==> src/rtl/mc_control_fsm.sv <==
// ---------------------------------------------------------------------------
// mc_control_fsm
//
// Multicycle control sequencer for the MIPS core. A Moore state machine walks
// each instruction one state per clock and drives the datapath mux selects
// and write enables. A retired-instruction counter is kept for bring-up.
//
// Ports:
//   clk_i            system clock, rising edge
//   reset_i          synchronous active-high reset
//   op_i6            opcode from the instruction register
//   funct_i6         funct field from the instruction register
//   zero_i           ALU zero flag (only used by BRANCH)
//   iord_o           memory address select (0 PC, 1 ALUOut)
//   mem_write_o      data memory write enable
//   ir_write_o       instruction register load enable
//   pc_en_o          PC load enable
//   reg_write_o      register file write enable
//   reg_dst_o        write register select (0 rt, 1 rd)
//   mem_to_reg_o     writeback select (0 ALUOut, 1 data register)
//   alu_src_a_o      ALU A select (0 PC, 1 register A)
//   alu_src_b_o2     ALU B select (00 B, 01 4, 10 imm, 11 imm<<2)
//   alu_ctrl_o3      ALU operation
//   pc_src_o2        next-PC select (00 ALU, 01 ALUOut, 10 jump)
//   retire_o         high in the final state of a recognised instruction
//   state_o4         current state, debug only
//   instr_count_o32  retired instruction count (wraps)
// ---------------------------------------------------------------------------
module mc_control_fsm (
    input  logic        clk_i,
    input  logic        reset_i,
    input  logic [5:0]  op_i6,
    input  logic [5:0]  funct_i6,
    input  logic        zero_i,
    output logic        iord_o,
    output logic        mem_write_o,
    output logic        ir_write_o,
    output logic        pc_en_o,
    output logic        reg_write_o,
    output logic        reg_dst_o,
    output logic        mem_to_reg_o,
    output logic        alu_src_a_o,
    output logic [1:0]  alu_src_b_o2,
    output logic [2:0]  alu_ctrl_o3,
    output logic [1:0]  pc_src_o2,
    output logic        retire_o,
    output logic [3:0]  state_o4,
    output logic [31:0] instr_count_o32
);

    typedef enum logic [3:0] {
        S_FETCH  = 4'd0,
        S_DECODE = 4'd1,
        S_MEMADR = 4'd2,
        S_MEMRD  = 4'd3,
        S_MEMWB  = 4'd4,
        S_MEMWR  = 4'd5,
        S_EXEC   = 4'd6,
        S_ALUWB  = 4'd7,
        S_BRANCH = 4'd8,
        S_ADDIEX = 4'd9,
        S_ADDIWB = 4'd10,
        S_JUMP   = 4'd11
    } state_t;

    localparam logic [5:0] OP_RTYPE = 6'b000000;
    localparam logic [5:0] OP_LW    = 6'b100011;
    localparam logic [5:0] OP_SW    = 6'b101011;
    localparam logic [5:0] OP_BEQ   = 6'b000100;
    localparam logic [5:0] OP_ADDI  = 6'b001000;
    localparam logic [5:0] OP_J     = 6'b000010;

    localparam logic [2:0] ALU_ADD = 3'b010;
    localparam logic [2:0] ALU_SUB = 3'b110;
    localparam logic [2:0] ALU_AND = 3'b000;
    localparam logic [2:0] ALU_OR  = 3'b001;
    localparam logic [2:0] ALU_SLT = 3'b111;

    // Unknown funct codes fall back to add so the datapath stays benign.
    function automatic logic [2:0] alu_from_funct(input logic [5:0] funct);
        logic [2:0] ctrl;
        case (funct)
            6'b100000: ctrl = ALU_ADD;
            6'b100010: ctrl = ALU_SUB;
            6'b100100: ctrl = ALU_AND;
            6'b100101: ctrl = ALU_OR;
            6'b101010: ctrl = ALU_SLT;
            default:   ctrl = ALU_ADD;
        endcase
        return ctrl;
    endfunction

    state_t      r_state;
    state_t      w_next_state;
    state_t      w_dec_state;
    logic [31:0] r_count;

    logic        w_iord;
    logic        w_mem_write;
    logic        w_ir_write;
    logic        w_pc_en;
    logic        w_reg_write;
    logic        w_reg_dst;
    logic        w_mem_to_reg;
    logic        w_alu_src_a;
    logic [1:0]  w_alu_src_b;
    logic [2:0]  w_alu_ctrl;
    logic [1:0]  w_pc_src;
    logic        w_retire;

    // State register; reset abandons any instruction in flight.
    always_ff @(posedge clk_i) begin
        if (reset_i) begin
            r_state <= S_FETCH;
        end else begin
            r_state <= w_next_state;
        end
    end

    // Retired-instruction counter, wraps naturally at 32 bits.
    always_ff @(posedge clk_i) begin
        if (reset_i) begin
            r_count <= 32'd0;
        end else if (w_retire) begin
            r_count <= r_count + 32'd1;
        end else begin
            r_count <= r_count;
        end
    end

    // Next-state logic; illegal codes recover to FETCH.
    always_comb begin
        w_next_state = S_FETCH;
        case (r_state)
            S_FETCH:  w_next_state = S_DECODE;
            S_DECODE: begin
                case (op_i6)
                    OP_LW, OP_SW: w_next_state = S_MEMADR;
                    OP_RTYPE:     w_next_state = S_EXEC;
                    OP_BEQ:       w_next_state = S_BRANCH;
                    OP_ADDI:      w_next_state = S_ADDIEX;
                    OP_J:         w_next_state = S_JUMP;
                    default:      w_next_state = S_FETCH;
                endcase
            end
            S_MEMADR: begin
                if (op_i6 == OP_LW) begin
                    w_next_state = S_MEMRD;
                end else begin
                    w_next_state = S_MEMWR;
                end
            end
            S_MEMRD:  w_next_state = S_MEMWB;
            S_EXEC:   w_next_state = S_ALUWB;
            S_ADDIEX: w_next_state = S_ADDIWB;
            default:  w_next_state = S_FETCH;
        endcase
    end

    // While reset is held the outputs present FETCH, so a state register that
    // has not yet seen an edge never leaks unknown selects to the datapath.
    assign w_dec_state = reset_i ? S_FETCH : r_state;

    // Moore output decode; only BRANCH looks at an input (zero_i).
    always_comb begin
        w_iord       = 1'b0;
        w_mem_write  = 1'b0;
        w_ir_write   = 1'b0;
        w_pc_en      = 1'b0;
        w_reg_write  = 1'b0;
        w_reg_dst    = 1'b0;
        w_mem_to_reg = 1'b0;
        w_alu_src_a  = 1'b0;
        w_alu_src_b  = 2'b00;
        w_alu_ctrl   = ALU_ADD;
        w_pc_src     = 2'b00;
        w_retire     = 1'b0;
        case (w_dec_state)
            S_FETCH: begin
                w_ir_write  = 1'b1;
                w_alu_src_b = 2'b01;
                w_pc_en     = 1'b1;
            end
            S_DECODE: w_alu_src_b = 2'b11;
            S_MEMADR, S_ADDIEX: begin
                w_alu_src_a = 1'b1;
                w_alu_src_b = 2'b10;
            end
            S_MEMRD: w_iord = 1'b1;
            S_MEMWB: begin
                w_mem_to_reg = 1'b1;
                w_reg_write  = 1'b1;
                w_retire     = 1'b1;
            end
            S_MEMWR: begin
                w_iord      = 1'b1;
                w_mem_write = 1'b1;
                w_retire    = 1'b1;
            end
            S_EXEC: begin
                w_alu_src_a = 1'b1;
                w_alu_ctrl  = alu_from_funct(funct_i6);
            end
            S_ALUWB: begin
                w_reg_dst   = 1'b1;
                w_reg_write = 1'b1;
                w_retire    = 1'b1;
            end
            S_ADDIWB: begin
                w_reg_write = 1'b1;
                w_retire    = 1'b1;
            end
            S_BRANCH: begin
                w_alu_src_a = 1'b1;
                w_alu_ctrl  = ALU_SUB;
                w_pc_src    = 2'b01;
                w_pc_en     = zero_i;
                w_retire    = 1'b1;
            end
            S_JUMP: begin
                w_pc_src = 2'b10;
                w_pc_en  = 1'b1;
                w_retire = 1'b1;
            end
            default: begin
                w_retire = 1'b0;
            end
        endcase
    end

    // Write enables and retire are suppressed during reset.
    assign iord_o          = w_iord;
    assign mem_write_o     = w_mem_write & ~reset_i;
    assign ir_write_o      = w_ir_write  & ~reset_i;
    assign pc_en_o         = w_pc_en     & ~reset_i;
    assign reg_write_o     = w_reg_write & ~reset_i;
    assign reg_dst_o       = w_reg_dst;
    assign mem_to_reg_o    = w_mem_to_reg;
    assign alu_src_a_o     = w_alu_src_a;
    assign alu_src_b_o2    = w_alu_src_b;
    assign alu_ctrl_o3     = w_alu_ctrl;
    assign pc_src_o2       = w_pc_src;
    assign retire_o        = w_retire    & ~reset_i;
    assign state_o4        = r_state;
    assign instr_count_o32 = r_count;

endmodule

==> config.mk <==
export PLATFORM = sky130hd
export DESIGN_NAME = mc_control_fsm
export DESIGN_NICKNAME = d
export VERILOG_FILES = /design/src/rtl/mc_control_fsm.sv
export SDC_FILE = /design/constraint.sdc
export NUM_CORES = 1
export LEC_CHECK = 0
export BUFFER_PORTS_ARGS = -buffer_cell sky130_fd_sc_hd__buf_2
export CORE_MARGIN = 2
export CORE_UTILIZATION = 25
export CTS_CLUSTER_DIAMETER = 30
export DETAILED_ROUTE_END_ITERATION = 12
export HOLD_SLACK_MARGIN = 0.06
export MAX_ROUTING_LAYER = met4
export SLEW_MARGIN = 20
export SYNTH_ARGS = -nofsm -noshare
export SYNTH_HDL_FRONTEND = slang
export SYNTH_SLANG_ARGS = --single-unit
==> constraint.sdc <==
create_clock -name clk_i -period 1.8 [get_ports clk_i]
set_input_delay 0.18 -clock clk_i [delete_from_list [all_inputs] [get_ports clk_i]]
set_output_delay 0.18 -clock clk_i [all_outputs]
set_load 0.05 [all_outputs]
==> results of run 1 <==
-- metrics by stage --
step	hold WS, ps	worst slack (ps)
2_1_floorplan	400	-70.5
3_3_place_gp	450	-13.8
3_5_place_dp	462	-46.5
4_1_cts	266	0.0330
5_1_grt	298	-122
6_report	274	-36.5
-- worst max-delay path, stage by stage, from the launching register on --
cell and delay [ps]:
dfxtp_4 400, nor2b_2 310, o22a_1 220, buf_4 170, nor2_4 50, buf_2 210
-- flip-flops by register name, indices dropped and copies added (netlist names) --
register,count
instr_count_o32,32
state_o4,4
-- cells in the mapped netlist (2+ instances only) --
cell	count
a21o_1	2
or3_1	12
xor2_1	6
nor4_2	3
nor4b_1	4
nor4_1	7
clkbuf_1	11
or4_1	4
nor2_1	35
inv_1	8
o22a_1	2
nor3b_1	2
xnor2_1	12
nor2b_1	3
or2_2	2
o21ai_0	14
o31ai_1	4
nand2_1	20
nor3_1	15
nand4_1	11
a31oi_1	4
nand3_2	2
a21oi_1	16
nand2b_1	2
dfxtp_1	36
nand4b_1	3
nand3_1	4
-- worst min-delay path by stage --
stage,depth (start not counted),startpoint,endpoint
floorplan,3,op_i6[4],state_o4[3]
global placement,1,instr_count_o32[6],instr_count_o32[6]
detailed placement,1,instr_count_o32[6],instr_count_o32[6]
CTS,4,op_i6[4],state_o4[3]
global route,4,op_i6[4],state_o4[3]
finish,4,op_i6[4],state_o4[3]
-- per-layer routing --
layer  global-route usage [%]  share of wire (%)  routed length, um  vias to the layer above
met2                     20.8                 50               3050                       34
met4                     2.86               0.49                 30                        0
li1                         -                  -                  -                     1169
met1                     16.7                 46               2790                     1076
met5                        -                  0                  0                        -
met3                     2.82                3.6                220                        3
-- power groups by stage --
stage                     logic [mW]  registers [mW]  clock network (mW)
after floorplan               0.0956           0.809                   0
after global placement         0.154           0.798                   0
after detailed placement       0.156           0.798                   0
after CTS                      0.166           0.780               0.864
after global routing           0.207           0.781               0.898
final                          0.194           0.781               0.839
-- layout make-up --
class	count	area (um2)	area share, %
clock buffers	8	144	4.37
well taps	105	131	3.99
repair buffers	103	686	20.8
inverters	8	30.0	0.911
multi-input cells	208	1510	45.7
flip-flops and latches	36	798	24.2
-- what timing repair did --
item                                    in CTS  in global routing
endpoints found under the setup margin      11                 19
gates resized for setup                     20                 17
pin swaps                                    3                  4
endpoints found under the hold margin        0                  0
gates cloned                                 0                  1
buffers inserted                             8                  7
-- cells by family (layout without fill, tap and decap cells) --
family	Yosys count	after routing
mux	2	2
fa+ha+maj	1	1
flops	36	36
buf+inv	21	119
compound gates	50	50
simple gates	137	137
xor+xnor	18	18
==> reports/results.ini, run 1 <==
[critical_path]
rr_startpoint=instr_count_o32[1]
criticalPathCategory=reg2out
cp-end-kind=output port
cp_data_arrival_time_ps=1660
endpoint=retire_o
r2r_end=instr_count_o32[16]
worstRegToRegCells=9
cp_max_fo=8
cp.required_ps=1620
worst_setup_path_start_kind=flip-flop
critPathLaunch=state_o4[0]
r2r_slack_ps=-10

[floorplanning]
fp-row-count=33
ios=67
die_y_um=95.7
fp.dieW_um=95.7
dieArea_um2=9160
core_um2=8180
start_util_pct=25.7

[cts]
cts_root_buf=clkbuf_8
tritoncts=built
cts.sink_count=36
clk_latency_ps=290
clockBufferDepth=2
cts_buffers=5
htreeDepth=2
cts.clk_slew.worst_paths_ps=70
cts_hold_buf=0

[pwr]
p_int_mw=1.38
p_leak_nw=1.26
p_per_area_nw_per_um2=550
peakVddDrop_mv=0.225
finalPower_mw=1.81
pwr-share-comb_pct=10.7
clkPwrFrac_pct=46.2
pwr-share-seq_pct=43.1
netSwitchingPower_mw=0.430
swShare_pct=23.7

[sta]
min_period_ps=1840
tns_ps=-60.1
relSlewSlack_pct=74.1
slew_violations=0
setup_viol=3
hold_viol_final=0
worst_pin_slew_ps=386
fin_ws_ps=-36.5
clock.fmax_mhz=545
fin_crit_sh_pct=102
fin_skew_ps=6.97
rsz0062_at_grt=true

[final_layout]
num-nets-final=378
layout_common_cells=59 x buf_2, 34 x buf_4, 28 x nor2_1
layout.cells.non_filler=468
antenna_cells=0
layout_commonest_cell=buf_2
area_delta_synth_final_pct=56.8
n_fill_cell=843
final_layout_size_suffix_gt1_share_pct=49.6
final_core_util_pct=40.3
final_area_um2=3300

[yosys]
synthFlopType=dfxtp_1
yosys.area_share.simple_pct=37.2
synth-compound-area-share_pct=15.3
async_reset_ff_share_pct=0
syn_nets=281
synth.top_cell.area_share_pct=34.3
ys.warnings.count=0
ys_seq_area_share_pct=34.3
synthCells=265
synth_fa_ha_area_share_pct=0.595
synth_top_family_by_area=simple AND/OR/NAND/NOR gates
synth.area.mux_share_pct=1.01
synth_edf_count=0
synthDistinctLibCells=48
synth_seq_cells=36
yosys-top-cells-area=dfxtp_1 34%, nor2_1 6.3%, xnor2_1 5.0%
syn_area_um2=2100
synthXorXnorAreaFrac_pct=7.50
synth.avg_cell_area_um2=7.93
synth.largest_area_cell=dfxtp_1

[detailed_routing]
drt_iter0_markers=74
drt_wl_total_um=6090
drt_first_pass_iters=4
ant_nets=0
num_vias=2282
routed_via_density=4.88
wl_per_cell_um=13.0
drc=0

[placed_design]
portBuffers=66
gp_congestion=0.746
dp.cells=444
dp_hpwl_um=4350
postPlaceCellArea_um2=2850

[flow_run]
cap_violations=0

[grt]
grt.total_usage_pct=12.9
grt_pass1_wl_um=9270
antenna_found_initial=0
grt_pass1_vias=2029
grt-ovfl-total=0
grt_max_degree=24

[min_path]
hold_class=in2reg

[status]
violations=setup timing
status=finished, violations left

Power figures use the tool's default switching activity.
==> inputs of run 2 (changes only) <==
--- a/config.mk
+++ b/config.mk
@@ -18 +18,2 @@
 export SYNTH_SLANG_ARGS = --single-unit
+export TNS_END_PERCENT = 50
==> constraint.sdc (replaced) <==
create_clock -name clk_i -period 1.8 [get_ports clk_i]
set_input_delay 0.27 -clock clk_i [delete_from_list [all_inputs] [get_ports clk_i]]
set_output_delay 0.27 -clock clk_i [all_outputs]
set_load 0.05 [all_outputs]
==> run 2 against run 1 <==
  * The flow still finishes with violations (setup timing)
  * Clock skew fell by 1.2 ps
  * Flip-flop and latch count did not move
  * Non-clock buffer count did not move
  * Power fell by 0.93%
  * Critical path depth did not move
  * Global-route usage rose by 0.41 points
  * Cell count did not move
  * Combinational power fell by 8%
  * Register-to-register slack barely moved
  * Maximum frequency rose by 0.10%
  * Largest power group unchanged
==> reports/results.ini, run 2 (synthesized netlist as in run 1, its figures left out) <==
[status]
status=finished, violations left
violations=setup timing

[sta]
clock.fmax_mhz=545  ; +0.10%
min_period_ps=1830  ; -1.89 ps
fin_skew_ps=5.72  ; -1.25 ps
fin_crit_sh_pct=102  ; -0.11 points
holdWs_ps=344  ; +69.9 ps
slew_violations=0  ; unchanged
relSlewSlack_pct=75.7  ; +1.7 points
fin_ws_ps=-34.6  ; +1.89 ps
hold_viol_final=0  ; unchanged
setup_viol=4  ; +1
worst_pin_slew_ps=361  ; -25.4 ps
rsz0062_at_grt=true

[min_path]
hold_class=in2reg
hp-start=op_i6[4]
holdPathStages=4  ; unchanged
min_delay_worst_endpoint=state_o4[3]

[pwr]
peakVddDrop_mv=0.267  ; +19%
pwr-share-comb_pct=9.9  ; -0.8 points
p_per_area_nw_per_um2=538  ; -2.3%
p_leak_nw=1.29  ; +2.2%
clkPwrFrac_pct=46.2  ; about the same
swShare_pct=23.4  ; -0.37 points
netSwitchingPower_mw=0.420  ; -2.5%
pwr-share-seq_pct=43.8  ; +0.7 points
p_int_mw=1.38  ; -0.45%

[detailed_routing]
drt_first_pass_iters=4  ; unchanged
num_vias=2288  ; +0.26%
ant_nets=0  ; unchanged
wl_per_cell_um=12.7  ; -2.2%
drc=0  ; unchanged
drt_wl_total_um=5960  ; -2.2%
drt_iter0_markers=81  ; +9.5%
routed_via_density=4.89  ; +0.26%

[placed_design]
gp_congestion=0.784  ; +5.1%
portBuffers=66  ; unchanged
dp.cells=452  ; +1.8%
dp_hpwl_um=4450  ; +2.3%

[flow_run]
cap_violations=0  ; unchanged

[critical_path]
crit_path_top_delay_cell=dfxtp_2
cp_max_fo=4  ; -4
worstRegToRegCells=6  ; -3
crit_buf_inv=1  ; -1
rr_startpoint=state_o4[3]
crit_chain=nand2b_4, or2_4, nand4bb_4, nand2b_4, buf_8
cp.required_ps=1530  ; -90 ps
cp_common_cell=nand2b_4
cpLargestDelayFamily=simple AND/OR/NAND/NOR gates
worst_setup_path_start_kind=flip-flop
r2r_slack_ps=-10  ; about the same
criticalPathCategory=reg2out
cp_data_arrival_time_ps=1560  ; -100 ps
cp-end-kind=output port
critPathMaxStageDelay_ps=330  ; -70 ps
r2r_end=instr_count_o32[10]

[floorplanning]
start_util_pct=25.7  ; unchanged
die_y_um=95.7  ; unchanged
fp-row-count=33  ; unchanged
dieArea_um2=9160  ; unchanged
ios=67  ; unchanged
core_um2=8180  ; unchanged
fp.dieW_um=95.7  ; unchanged

[final_layout]
antenna_cells=0  ; unchanged
area_delta_synth_final_pct=58.9
layout.cells.non_filler=468  ; unchanged
layout_common_cells=52 x buf_2, 37 x buf_4, 28 x nor2_1
layout_commonest_cell=buf_2
final_layout_size_suffix_gt1_share_pct=50.1  ; +0.55 points
num-nets-final=378  ; unchanged
largest_reg_flops=32  ; unchanged

[cts]
htreeDepth=2  ; unchanged
cts_root_buf=clkbuf_8
cts_buffers=5  ; unchanged
clockBufferDepth=2  ; unchanged
cts.sink_count=36  ; unchanged
clk_latency_ps=290  ; about the same
cts_hold_buf=0  ; unchanged
tritoncts=built
cts.clk_slew.worst_paths_ps=70  ; about the same

[grt]
grt_max_degree=25  ; +4.2%
antenna_found_initial=0  ; unchanged
grt_pass1_wl_um=9460  ; +2.1%
grt-ovfl-total=0  ; unchanged
grt.total_usage_pct=13.3  ; +0.41 points
grt_pass1_vias=2111  ; +4.0%

## run 2: cell type report
class | count | area [um2]
Sequential cell | 36 | 785
Tap cell | 105 | 131
Fill cell | 847 | 4830
Inverter | 8 | 30.0
Clock buffer | 8 | 144
Timing Repair Buffer | 103 | 716
Multi-Input combinational cell | 208 | 1540
## run 2: metal layers
layer,routed length (um),vias up,share of wire (%),GRT usage (%)
met2,2980,37,50,21.7
met4,18,0,0.30,3.21
li1,-,1165,-,-
met3,234,2,3.9,3.05
met1,2730,1084,46,16.8
met5,0,-,0,-
## run 2: stage by stage
step	instance area, um2	setup TNS [ps]	utilization [%]	setup WS (ps)	total power, mW
floorplan	2320	-286	-	-122	0.917
global placement	2940	0	36.0	22.7	0.969
detailed placement	2940	0	36.0	0.805	0.971
CTS	3200	-154	39.1	-34.6	1.82
global route	3340	-727	40.9	-85.2	1.87
finish	3340	-61.7	40.9	-34.6	1.80
## run 2: worst max path at each step
stage,start,end,slack (ps),depth (start not counted)
after global routing,state_o4[3],alu_ctrl_o3[1],-90,5
after floorplan,state_o4[0],alu_ctrl_o3[2],-120,3
after CTS,state_o4[1],ir_write_o,-30,4
after detailed placement,state_o4[0],instr_count_o32[21],0.8,5
after global placement,instr_count_o32[0],instr_count_o32[24],20,6
final,state_o4[3],alu_ctrl_o3[1],-30,5
## run 2: what timing repair did
| item | CTS | global route |
|---|---|---|
| pin swaps | 4 | 11 |
| setup buffers | 3 | 5 |
| endpoints found under the setup margin | 17 | 24 |
| gates resized for setup | 28 | 23 |
| gates cloned | 0 | 0 |
| hold endpoints to repair | 0 | 0 |
## run 2: power groups by stage
stage | sequential [mW] | combinational (mW) | clock (mW)
3_5_place_dp | 0.806 | 0.165 | 0
2_1_floorplan | 0.814 | 0.104 | 0
5_1_grt | 0.788 | 0.193 | 0.885
3_3_place_gp | 0.805 | 0.164 | 0
6_report | 0.788 | 0.179 | 0.831
4_1_cts | 0.787 | 0.178 | 0.854
## run 2: worst min-delay path, cell delays in order
cell	delay, ps
buf_2	100
inv_1	40
a31oi_1	120
nor4_1	60
